### config.mk
export PLATFORM = sky130hd
export DESIGN_NAME = rf_check_monitor
export DESIGN_NICKNAME = d
export VERILOG_FILES = /design/src/rtl/rf_check_monitor.sv
export SDC_FILE = /design/constraint.sdc
export NUM_CORES = 1
export LEC_CHECK = 0
export ABC_AREA = 1
export CAP_MARGIN = 20
export CORE_UTILIZATION = 31
export DETAILED_ROUTE_END_ITERATION = 8
export PLACE_DENSITY = 0.5
export SLEW_MARGIN = 15
export SYNTH_ARGS = -nofsm -noshare
export SYNTH_HDL_FRONTEND = slang
export SYNTH_SLANG_ARGS = --single-unit
### constraint.sdc
create_clock -name clk -period 6.2 [get_ports clk]
set_input_delay 1.55 -clock clk [delete_from_list [all_inputs] [get_ports clk]]
set_output_delay 1.55 -clock clk [all_outputs]
set_load 0.05 [all_outputs]
### src/rtl/rf_check_monitor.sv
// rf_check_monitor
// End-of-run register-file checker for the RV32I pipeline core. It snoops the
// writeback port during RUN and keeps shadow copies of NUM_CHK programmed
// architectural registers. RUN ends on TIMEOUT, or on core halt when the
// optional feature is built in. CHECK then compares each shadow against its
// programmed expected value, one slot per cycle, and DONE holds the verdict.
//
// Optional feature: define RF_CHK_HALT_EN so that halt ends RUN early.
// Without the macro the halt port exists but is ignored.
//
// Ports:
//   clk, rst_n       core clock, asynchronous active-low reset
//   cfg_we/idx/reg/exp  slot programming, accepted only in IDLE
//   start            pulse: IDLE or DONE -> RUN
//   wb_we/rd/data    writeback port from the WB stage, snooped in RUN
//   halt             core retired ecall/ebreak
//   busy             high in RUN and CHECK
//   done             high in DONE
//   pass             valid in DONE; 1 iff fail_cnt == 0
//   fail_cnt         number of mismatching slots
//   first_fail_idx   lowest failing slot
//   first_fail_got   shadow value of that slot
//   cycles           RUN cycles elapsed, frozen after RUN
module rf_check_monitor #(
  parameter int XLEN    = 32,
  parameter int REG_AW  = 5,
  parameter int NUM_CHK = 8,
  parameter int CNT_W   = 16,
  parameter int TIMEOUT = 120,
  localparam int IDX_W  = (NUM_CHK > 1) ? $clog2(NUM_CHK) : 1,
  localparam int FCNT_W = $clog2(NUM_CHK + 1)
) (
  input  logic              clk,
  input  logic              rst_n,
  input  logic              cfg_we,
  input  logic [IDX_W-1:0]  cfg_idx,
  input  logic [REG_AW-1:0] cfg_reg,
  input  logic [XLEN-1:0]   cfg_exp,
  input  logic              start,
  input  logic              wb_we,
  input  logic [REG_AW-1:0] wb_rd,
  input  logic [XLEN-1:0]   wb_data,
  input  logic              halt,
  output logic              busy,
  output logic              done,
  output logic              pass,
  output logic [FCNT_W-1:0] fail_cnt,
  output logic [IDX_W-1:0]  first_fail_idx,
  output logic [XLEN-1:0]   first_fail_got,
  output logic [CNT_W-1:0]  cycles
);

  typedef enum logic [1:0] {
    S_IDLE,
    S_RUN,
    S_CHECK,
    S_DONE
  } state_t;

  state_t state;

  logic [REG_AW-1:0] slot_reg [NUM_CHK];
  logic [XLEN-1:0]   slot_exp [NUM_CHK];
  logic [XLEN-1:0]   shadow   [NUM_CHK];
  logic [IDX_W-1:0]  scan_idx;

  logic mismatch;
  logic scan_last;
  logic run_exit;
  logic cfg_hit;
  logic wb_capture;

  always_comb begin
    mismatch   = shadow[scan_idx] != slot_exp[scan_idx];
    scan_last  = scan_idx == IDX_W'(NUM_CHK - 1);
    cfg_hit    = cfg_we && (32'(cfg_idx) < 32'(NUM_CHK));
    wb_capture = wb_we && (wb_rd != '0);
`ifdef RF_CHK_HALT_EN
    // Halt and timeout lead to the same transition, so no priority logic is needed.
    run_exit   = halt || (cycles == CNT_W'(TIMEOUT - 1));
`else
    run_exit   = cycles == CNT_W'(TIMEOUT - 1);
`endif
  end

`ifndef RF_CHK_HALT_EN
  logic halt_unused;
  assign halt_unused = halt;
`endif

  always_ff @(posedge clk or negedge rst_n) begin
    if (!rst_n) begin
      state          <= S_IDLE;
      busy           <= 1'b0;
      done           <= 1'b0;
      pass           <= 1'b0;
      fail_cnt       <= '0;
      first_fail_idx <= '0;
      first_fail_got <= '0;
      cycles         <= '0;
      scan_idx       <= '0;
      for (int unsigned i = 0; i < NUM_CHK; i++) begin
        slot_reg[i] <= '0;
        slot_exp[i] <= '0;
        shadow[i]   <= '0;
      end
    end else begin
      case (state)
        S_IDLE, S_DONE: begin
          if (state == S_IDLE && cfg_hit) begin
            slot_reg[cfg_idx] <= cfg_reg;
            slot_exp[cfg_idx] <= cfg_exp;
          end
          if (start) begin
            state          <= S_RUN;
            busy           <= 1'b1;
            done           <= 1'b0;
            pass           <= 1'b0;
            fail_cnt       <= '0;
            first_fail_idx <= '0;
            first_fail_got <= '0;
            cycles         <= '0;
            scan_idx       <= '0;
            for (int unsigned i = 0; i < NUM_CHK; i++) begin
              shadow[i] <= '0;
            end
          end
        end

        S_RUN: begin
          if (cycles != '1) begin
            cycles <= cycles + CNT_W'(1);
          end
          // Aliased slots all capture the same writeback.
          for (int unsigned i = 0; i < NUM_CHK; i++) begin
            if (wb_capture && slot_reg[i] == wb_rd) begin
              shadow[i] <= wb_data;
            end
          end
          if (run_exit) begin
            state    <= S_CHECK;
            scan_idx <= '0;
          end
        end

        S_CHECK: begin
          if (mismatch) begin
            fail_cnt <= fail_cnt + FCNT_W'(1);
            if (fail_cnt == '0) begin
              first_fail_idx <= scan_idx;
              first_fail_got <= shadow[scan_idx];
            end
          end
          if (scan_last) begin
            state <= S_DONE;
            busy  <= 1'b0;
            done  <= 1'b1;
            pass  <= (fail_cnt == '0) && !mismatch;
          end else begin
            scan_idx <= scan_idx + IDX_W'(1);
          end
        end

        default: state <= S_IDLE;
      endcase
    end
  end

endmodule

## Yosys cells after proc, flatten, opt, wreduce, memory -nomap -nowiden

Cells that the tools add are included.

- Register bits after elaboration: 615
- Input port bits: 83
- Word-level logic and storage cells: 156

- Order comparisons: 3
- Reduce and logical (&&, ||, !) cells: 34
- Bitwise operators: 2
- Multiplexer cells: 51
- Add/sub/neg operators: 3
- Equal/unequal tests: 30

Operators by type and width:

| operator | number |
|---|---|
| two-way mux 32 bit | 16 |
| one-hot mux 256 bit (2 select lines) | 1 |
| bitwise mux 256 bit | 1 |
| two-way mux 256 bit | 1 |
| binary-select mux 32 bit (select 3 bit) | 2 |
| demux 32 bit (select 3 bit) | 1 |
| one-hot mux 32 bit (2 select lines) | 1 |
| bitwise mux 40 bit | 1 |
| equality test 5 bit | 8 |
| AND reduction 3 bit | 13 |
| two-way mux 16 bit | 2 |
| inequality test 32 bit | 1 |
| one-hot mux 16 bit (2 select lines) | 1 |
| inequality test 2 bit, second input constant | 15 |
| adder 16 x 1 -> 16 bit, second input constant | 1 |
| equality test 16 x 7 -> 1 bit, second input constant | 1 |
| inequality test 16 bit, second input constant | 1 |
| demux 5 bit (select 3 bit) | 1 |
| two-way mux 3 bit | 5 |
| logical AND 1 bit | 12 |
| one-hot mux 3 bit (3 select lines) | 1 |
| greater-or-equal comparator 4 bit, second input constant | 2 |
| two-way mux 4 bit | 2 |
| inverter 3 -> 4 bit | 2 |
| other kinds (21) | 31 |

## Depth between registers and ports, before layout

Gate-level depths: netlist (run 1).

- Depth after elaboration: 9
- Mapped depth: 21

## Worst setup path after synthesis (run 1)

No wires, ideal clock.

- Path kind: input to register
- From: input port wb_rd[0]
- To: register shadow[161] (netlist bit)
- Cell stages on the path: 7
- Setup slack: 2.857 ns
- Library setup time: 0.130 ns
- Arrival time: 3.213 ns
- Cell sequence: buf_2 -> or2_2 -> o41ai_2 -> nor4_1 -> o21ai_2 -> clkbuf_1 -> o21ai_0

- Word-level cells in the longest chain between the ends: 5

RTL lines:

| element | RTL line | RTL |
|---|---|---|
| start: declaration | 41 | `input logic [REG_AW-1:0] wb_rd,` |
| nonzero test 5 bit | 77 | `wb_capture = wb_we && (wb_rd != '0);` |
| logical AND 1 bit | 77 |  |
| logical AND 1 bit * | 136 | `if (wb_capture && slot_reg[i] == wb_rd) begin` |
| inequality test 2 bit (no line) * | n/a |  |
| AND reduction 3 bit (no line) * | n/a |  |
| end signal: indexed assignment | 137 | `shadow[i] <= wb_data;` |
| end: declaration | 64 | `logic [XLEN-1:0] shadow [NUM_CHK];` |

Every way passes the cells marked *; elsewhere a longest branch is shown, timed or not.
A chain may end at the register's enable or synchronous reset.

## Final worst setup path (run 1)

- From: register state[1]
- To: register cycles[11]

- Word-level cells in the longest chain between the ends: 4

RTL lines:

| element | RTL line | RTL |
|---|---|---|
| start: declaration | 60 | `state_t state;` |
| start signal: assignment | 93 | `state <= S_IDLE;` |
| start signal: assignment | 115 | `state <= S_RUN;` |
| start signal: assignment | 141 | `state <= S_CHECK;` |
| equality test 2 bit or logical NOT 2 bit (tied branches) | 108 | `case (state)` |
| OR reduction 2 bit | 108 |  |
| inequality test 2 bit (no line) or nonzero test 2 bit (tied branches) | n/a |  |
| AND reduction 3 bit (no line) | n/a |  |
| end signal: assignment | 132 | `cycles <= cycles + CNT_W'(1);` |
| end: declaration | 50 | `output logic [CNT_W-1:0] cycles` |

Several ways; a longest one is shown, not always the timed one.

==> results_dict.tcl, run 1 <==
set metrics [dict create \
    hp-class "flop to flop" \
    most-common-layout-cells "nand2_1, o21ai_0, dfrtp_1" \
    clk_latency_ns 0.63 \
    worstPathMaxFanout 37 \
    ys_types 35 \
    postRouteAntennaNets 0 \
    setup_viol 0 \
    wl_mm 90.6 \
    die-area_sq_mm 0.0968 \
    antenna_found_initial 1 \
    cts_resized 0 \
    grt_pass1_vias 23700 \
    first_iter_violations 1957 \
    postCtsSetupBuffers 0 \
    peakVddDrop_uv 487 \
    cts_max_level 3 \
    clockBufferDepth 3 \
    cts.sinks 615 \
    worst_slew_pin_slew_ns 1.05 \
    fin_tns_setup_ns 0 \
    ctsRootBufferMaster "clkbuf_16" \
    rsz0062_at_grt "false" \
    die_h_um 311 \
    ys_warn_count 0 \
    fin_crit_sh_pct 67.8 \
    crit_required_ns 6.71 \
    nFillCells 10040 \
    synth_seq_area_share_pct 51.9 \
    syn_area_per_cell_sq_um 7.56 \
    slew_violations 0 \
    r2r_slack_ns 1.99 \
    synth_edf_count 0 \
    worst_setup_path_end_kind "flop" \
    crit_type "flop to flop" \
    detail_route.wl_per_cell_um 17.2 \
    std_cell_rows 113 \
    cp-start-kind "flop" \
    core_region_area_sq_mm 0.0949 \
    final_common_cell "nand2_1" \
    initial_core_util_pct 31.2 \
    drc 0 \
    diodes 0 \
    synth_ff_type "dfrtp_1" \
    maxCapViolCount 0 \
    clk_pin_slew_ns 0.06 \
    hold_viol 0 \
    fmax_mhz 238 \
    synthCells 3919 \
    status "finished clean" \
    crit_arrival_ns 4.71 \
    cts_made_buffers 75 \
    power_mw 17.8 \
    skew_ns 0.0267 \
    syn_nets 4011 \
    power.density_mw_per_mm2 514 \
    gp_congestion 0.804 \
    firstDrtPassIters 5 \
    via_count 24804 \
    grt_max_degree 171 \
    leakagePower_nw 16.6 \
    ctsHoldBuffers 0 \
    layout-drive-gt1-share_pct 4.66 \
    post-route-util_pct 36.5 \
    hpwlAfterDp_mm 53.2 \
    async_flop_share_pct 100 \
    area_growth_syn_to_layout_pct 16.8 \
    synth.cell_area_sq_mm 0.0296 \
    layout.nets 4031 \
    ys_ff_latch 615 \
    finalCriticalPeriod_ns 4.21 \
    grt_usage_pct 18.7 \
    vias_per_cell 4.72 \
    grt_pass1_wl_mm 143 \
    die_x_um 311 \
    port_buffers 139 \
    relSlewSlack_pct 29.9 \
    cts_tree "yes" \
    grt_remaining_overflow 0 \
    boundaryPins 141 \
]
-- synthesized netlist by cell type, types with 4 or more instances --
| cell type | instances | area [sq um] |
|---|---|---|
| a21oi_1 | 13 | 65.1 |
| buf_1 | 12 | 45.0 |
| buf_2 | 81 | 405 |
| buf_4 | 13 | 97.6 |
| clkbuf_1 | 132 | 495 |
| dfrtp_1 | 615 | 15400 |
| ha_1 | 9 | 113 |
| inv_1 | 278 | 1040 |
| inv_2 | 4 | 15.0 |
| nand2_1 | 1389 | 5210 |
| nand3_1 | 222 | 1110 |
| nand4_1 | 10 | 62.6 |
| nor2_1 | 328 | 1230 |
| nor3_1 | 10 | 50.1 |
| nor4_1 | 11 | 68.8 |
| o21ai_0 | 647 | 3240 |
| o21ai_1 | 71 | 355 |
| o21ai_2 | 8 | 70.1 |
| xnor2_1 | 30 | 263 |
| xor2_1 | 15 | 131 |
-- metal layers --
metal | wire, um | global-route usage, % | vias to the layer above
met1 | 44100 | 26.9 | 11872
met3 | 3590 | 2.66 | 94
met5 | 13 | 0 | -
li1 | - | - | 12432
met2 | 41500 | 29.9 | 404
met4 | 1380 | 4.13 | 2
-- worst max-delay path: stages (launching register included) --
cell,delay [ns]
dfrtp_1,0.38
inv_1,0.13
ha_2,0.18
buf_4,0.46
inv_1,0.57
a21oi_2,0.99
nand2_2,0.30
inv_1,0.29
nand3_1,0.15
nor2_1,0.15
nand2_1,0.11
inv_1,0.10
nand2_1,0.07
o21ai_0,0.15
a21oi_1,0.05
-- final timing paths --
check | cells after the start | startpoint | endpoint
hold / removal | 2 | first_fail_got[22] | first_fail_got[22]
setup reg to reg | 14 | state[1] | cycles[11]
setup / recovery | 14 | state[1] | cycles[11]
min in group asynchronous | 1 | rst_n | cycles[6]
hold reg to reg | 2 | first_fail_got[22] | first_fail_got[22]
max in group asynchronous | 2 | rst_n | first_fail_got[6]
-- area by class of cell --
cell class                 count  area (sq um)  area share (%)
tap                         1265          1580            4.57
inverter                     283          1070            3.10
clock inverter                15           228           0.658
multi-input combinational   2780         12200            35.2
sequential                   615         15400            44.5
clock buffer                 115          2230            6.44
timing repair buffer         184          1900            5.48
-- per-stage QoR --
step	hold WS, ns	std cells	area, sq um	setup slack, ns
after floorplan	0.448	3919	29600	2.86
after global placement	0.457	5127	32200	1.80
after detailed placement	0.458	5127	32200	1.74
after CTS	0.473	5257	34600	1.92
after global routing	0.492	5257	34600	1.62
final	0.469	5257	34600	1.99
-- where the power goes --
group | internal, mW | total [mW] | switching, mW | leakage (nW)
clock network | 2.64 | 4.42 | 1.78 | 1.20
logic | 2.12 | 7.21 | 5.09 | 7.29
registers | 5.40 | 6.16 | 0.755 | 8.10
total | 10.2 | 17.8 | 7.62 | 16.6
-- cells by family after synthesis --
| logic type | after synthesis | synth area share, % |
|---|---|---|
| and+or+nand+nor | 1976 | 26.3 |
| AOI/OAI and AO/OA | 750 | 12.9 |
| DFF | 615 | 51.9 |
| buffers and inverters | 524 | 7.22 |
| xor gates and xnor gates | 45 | 1.33 |
| adders and majority gates | 9 | 0.380 |
Note: power is estimated with default switching activity, not from simulation.
==> run 2: changes to the inputs <==
Clock period 6.2 ns to 4.27 ns, I/O delays scaled along.
==> run 2 against run 1 <==
Compared with the run above: utilization rose by 0.21 points; sequential cell count unchanged; clock-buffer cell count is 6 lower; hold slack got worse by 0.011 ns; combinational power rose by 47%; sequential power increased by 45%; via count is 0.30% higher; sequential share of layout area fell by 0.25 points; first-iteration DRC count grew 8.4%; maximum frequency rose by 19%; non-clock buffer count increased by 23; critical path type unchanged; largest cell class unchanged.
==> results_dict.tcl, run 2 (synthesis gave the netlist of run 1 again) <==
set metrics [dict create \
    gp_congestion 0.814 \
    power_frac_seq_pct 34.8 \
    finalCriticalPeriod_ns 3.54 \
    place_ws_ns 0.417 \
    die_h_um 311 \
    relSlewSlack_pct 40.9 \
    worstPathMaxFanout 42 \
    antenna_found_initial 0 \
    clockBufferDepth 3 \
    initial_core_util_pct 31.2 \
    r2r-start "scan_idx[0]" \
    layout-drive-gt1-share_pct 5.13 \
    r2r_slack_ns 0.73 \
    clk_latency_ns 0.63 \
    first_iter_violations 2122 \
    layout.nets 4051 \
    fmax_mhz 283 \
    postRouteAntennaNets 0 \
    detail_route.wl_per_cell_um 17.2 \
    finalNonFillerCells 5277 \
    postCtsSetupBuffers 0 \
    cts_made_buffers 72 \
    r2r_end "first_fail_got[21]" \
    ctsRootBufferMaster "clkbuf_16" \
    vias_per_cell 4.71 \
    post-route-util_pct 36.7 \
    cp-start-kind "flop" \
    die-area_sq_mm 0.0968 \
    power_mw 25.7 \
    clk_pin_slew_ns 0.06 \
    cts_tree "yes" \
    maxCapViolCount 0 \
    wl_mm 91.0 \
    via_count 24879 \
    finalInstanceArea_sq_mm 0.0348 \
    grt_remaining_overflow 0 \
    worst_hold_slack_ns 0.458 \
    grt_max_degree 105 \
    dpl.cell_count 5150 \
    slew_violations 0 \
    crit_arrival_ns 4.04 \
    grt_pass1_wl_mm 144 \
    fin_crit_sh_pct 82.8 \
    worst_slack_ns 0.733 \
    swShare_pct 43.3 \
    hold_viol 0 \
    setup_viol 0 \
    cts_max_level 3 \
    leakagePower_nw 16.7 \
    port_buffers 139 \
    drc 0 \
    intPower_mw 14.6 \
    skew_ns 0.0229 \
    dpl_cell_area_sq_mm 0.0325 \
    die_x_um 311 \
    final_common_cell "nand2_1" \
    area_growth_syn_to_layout_pct 17.4 \
    peakVddDrop_uv 691 \
    r2r_cells 16 \
    cts_resized 0 \
    clkPwrFrac_pct 23.9 \
    p_sw_mw 11.1 \
    rsz0062_at_grt "false" \
    hpwlAfterDp_mm 53.8 \
    status "finished clean" \
    fin_tns_setup_ns 0 \
    most-common-layout-cells "nand2_1, o21ai_0, dfrtp_1" \
    grt_pass1_vias 23782 \
    diodes 0 \
    cts.sinks 615 \
    ctsHoldBuffers 0 \
    cp-startpoint "scan_idx[0]" \
    crit_type "flop to flop" \
    hp-class "input port to async pin" \
    std_cell_rows 113 \
    timing.critical_path.to "first_fail_got[21]" \
    power.density_mw_per_mm2 737 \
    pwr-share-comb_pct 41.4 \
    worst_slew_pin_slew_ns 0.886 \
    crit_required_ns 4.77 \
    grt_usage_pct 18.9 \
    boundaryPins 141 \
    worst_setup_path_end_kind "flop" \
    core_region_area_sq_mm 0.0949 \
    firstDrtPassIters 6 \
]
==> run 2: changes by cell type in the layout (fill, tap and decap cells not counted) <==
| cell | delta |
|---|---|
| clkinvlp_4 | +2 |
| buf_12 | +14 |
| clkinv_4 | -3 |
| clkbuf_8 | -1 |
| clkinv_2 | +2 |
| clkinv_8 | -1 |
| buf_4 | +9 |
| clkbuf_16 | -5 |
| inv_6 | +4 |
| bufinv_16 | -1 |
==> run 2: worst max-delay path, cell delays in order (launching register included) <==
cell     delay, ns
dfrtp_4       0.64
inv_8         0.35
buf_12        0.28
nand2_1       0.08
nand3_1       0.07
nand3_1       0.08
nand2_1       0.30
nand3_1       0.11
nand2_1       0.08
nand2_1       0.08
nor2_1        0.21
nand2_1       0.07
nor2_1        0.19
nand3_2       0.17
buf_4         0.34
nand3_1       0.25
nand2_1       0.08
==> run 2: metal layers <==
metal,GRT usage [%],part of all wire [%],routed length [um]
met1,27.2,49,44700
met2,30.1,45,41200
met3,2.18,3.7,3410
met4,4.84,1.8,1620
met5,0,0,0
==> run 2: how the worst min path moves through the flow <==
| stage | start | endpoint | slack, ns |
|---|---|---|---|
| global placement | first_fail_got[26] | first_fail_got[26] | 0.46 |
| CTS | rst_n | shadow[240] | 0.46 |
| finish | rst_n | cycles[11] | 0.46 |
| detailed placement | first_fail_got[26] | first_fail_got[26] | 0.46 |
| floorplan | shadow[129] | shadow[129] | 0.45 |
| global route | rst_n | cycles[11] | 0.49 |
==> run 2: area by class of cell <==
type	count	area [sq um]
Fill cell	10064	60100
Sequential cell	615	15400
Multi-Input combinational cell	2780	12200
Timing Repair Buffer	207	2240
Clock buffer	109	2090
Tap cell	1265	1580
Inverter	283	1070
Clock inverter	18	215
==> run 2: power by group through the flow <==
stage	Combinational, mW	Clock, mW	Sequential, mW
6_report	10.6	6.12	8.92
5_1_grt	12.1	6.51	9.16
4_1_cts	10.8	6.30	8.91
3_5_place_dp	10.7	0	8.99
3_3_place_gp	10.6	0	8.96
2_1_floorplan	6.83	0	9.17
==> run 3: changes to the inputs <==
Settings changed: PLACE_DENSITY 0.5 to 0.51.
Clock period 4.27 ns to 3 ns, I/O delays scaled along.
==> run 3 against run 2 <==
Compared with the run above: the flow now finishes with violations (design-rule violations); final cell count increased by 2.0%; first-iteration DRC count decreased by 6.7%; design area up 3.9%; hold slack worse by 0.38 ns; combinational power increased by 57%; sequential share of layout area fell by 1.7 points; sequential power up 42%; critical path type unchanged; non-clock buffer count grew 103; maximum frequency grew 21%.
==> results_dict.tcl, run 3 (synthesis gave the netlist of run 1 again) <==
set metrics [dict create \
    status "complete, but fails checks" \
    violations "design-rule violations" \
    crit_arrival_ns 3.42 \
    slew_violations 0 \
    diodes 0 \
    fmax_mhz 342 \
    gp_congestion 0.812 \
    initial_core_util_pct 31.2 \
    multi_input_area_sq_mm 0.0122 \
    peakVddDrop_uv 803 \
    layout.nets 4155 \
    fin_tns_setup_ns 0 \
    detail_route.wl_per_cell_um 17.3 \
    ctsRootBufferMaster "clkbuf_16" \
    core_region_area_sq_mm 0.0949 \
    grt_pass1_wl_mm 145 \
    final_common_cell "nand2_1" \
    place_ws_ns 0.0559 \
    worst_slack_ns 0.0743 \
    r2r_slack_ns 0.07 \
    rsz0062_at_grt "true" \
    power.density_mw_per_mm2 1050 \
    worst_setup_path_end_kind "flop" \
    r2r_end "first_fail_got[1]" \
    leakagePower_nw 17.4 \
    firstDrtPassIters 9 \
    cts.sinks 615 \
    die_h_um 311 \
    port_buffers 139 \
    wl_mm 93.2 \
    finalNonFillerCells 5380 \
    seqCellArea_sq_mm 0.0154 \
    cts_max_level 3 \
    clk_latency_ns 0.64 \
    cp-start-kind "flop" \
    hold_viol 0 \
    layout-drive-gt1-share_pct 7.83 \
    skew_ns 0.0350 \
    grt_max_degree 83 \
    ctsHoldBuffers 0 \
    clk_pin_slew_ns 0.06 \
    fin_crit_sh_pct 97.5 \
    postRouteAntennaNets 0 \
    first_iter_violations 1980 \
    hp-class "input port to async pin" \
    boundaryPins 141 \
    cts_made_buffers 72 \
    grt_pass1_vias 24355 \
    die_x_um 311 \
    grt_usage_pct 19.0 \
    setup_viol 0 \
    crit_type "flop to flop" \
    nFillCells 9831 \
    r2r_cells 17 \
    antenna_found_initial 0 \
    via_count 25437 \
    grt_remaining_overflow 0 \
    r2r-start "scan_idx[0]" \
    hpwlAfterDp_mm 57.7 \
    area_growth_syn_to_layout_pct 22.0 \
    finalCriticalPeriod_ns 2.93 \
    drc 2 \
    worstPathMaxFanout 13 \
    die-area_sq_mm 0.0968 \
    vias_per_cell 4.73 \
    std_cell_rows 113 \
    crit_required_ns 3.49 \
    clockBufferDepth 3 \
    cts_tree "yes" \
    maxCapViolCount 0 \
    relSlewSlack_pct 61.9 \
    dpl.cell_count 5238 \
    worst_slew_pin_slew_ns 0.571 \
    most-common-layout-cells "nand2_1, o21ai_0, dfrtp_1" \
]
[run 3: changes by cell type in the layout (fill, tap and decap cells not counted), moves of 2 or more]
cell / delta
buf_4: +65
clkbuf_16: +9
clkbuf_1: -2
nor2_1: -4
nand2_2: +5
nand2_1: -5
buf_16: +4
clkinv_2: +2
o21ai_0: -3
inv_6: -3
buf_12: +25
nor2_2: +3
buf_6: +3
o21ai_2: +2
[run 3: metal layers]
| layer | global-route usage, % | routed length (um) | share of wire [%] | vias up |
|---|---|---|---|---|
| met5 | 0 | 0 | 0 | - |
| met4 | 5.25 | 2040 | 2.2 | 0 |
| met3 | 2.11 | 3570 | 3.8 | 115 |
| met2 | 30.5 | 42700 | 46 | 499 |
| met1 | 27.1 | 44900 | 48 | 12119 |
| li1 | - | - | - | 12704 |
[run 3: how the worst max path moves through the flow]
stage,from,endpoint,slack [ns]
floorplan,wb_rd[0],shadow[161],0.46
global placement,scan_idx[0],first_fail_got[19],0.08
detailed placement,wb_rd[0],shadow[33],0.06
CTS,scan_idx[0],first_fail_got[1],0.05
global route,scan_idx[0],first_fail_got[1],-0.04
finish,scan_idx[0],first_fail_got[1],0.07
[run 3: repair_timing]
action	in CTS	in global routing
setup buffers	0	10
setup endpoints to repair	0	39
resized for setup	0	26
[run 3: cell type report]
class / instances / share of cell area [%]
tap: 1265 / 4.38
inverter: 283 / 2.98
clock inverter: 15 / 0.412
clock buffer: 111 / 6.04
timing repair inverter: 1 / 0.0242
sequential: 615 / 42.6
multi-input combinational: 2780 / 33.9
timing repair buffer: 310 / 9.73
[run 3: power by group]
part	leakage [nW]	total [mW]	switching (mW)	internal (mW)
Combinational	8.18	16.6	11.1	5.56
Clock	1.14	8.72	3.55	5.17
Sequential	8.10	12.7	1.53	11.2
Total	17.4	38.0	16.1	21.9
[run 3: worst max-delay path, cell delays in order, from the launching register on]
cell and delay, ns:
dfrtp_4 0.61, clkinv_8 0.16, buf_4 0.19, clkbuf_16 0.18
o21ai_0 0.24, nand3_1 0.11, nand2_1 0.13, nand2_1 0.07
nand2_1 0.07, nand2_1 0.05, nor2_2 0.17, nand2_1 0.11
nor2_4 0.14, nand3_4 0.12, buf_4 0.18, nand3_1 0.07
buf_4 0.14, nand2_1 0.06
[run 3: through the flow]
stage                     instance area, sq um  hold slack, ns  total power [mW]  util, %
final                                    36200          0.0768              38.0     38.1
after global routing                     36200          0.0843              41.0     38.1
after CTS                                35800          0.0518              38.1     37.7
after detailed placement                 33500           0.462              29.2     35.3
after global placement                   33500           0.456              29.0     35.3
after floorplan                          29600           0.448              22.8        -
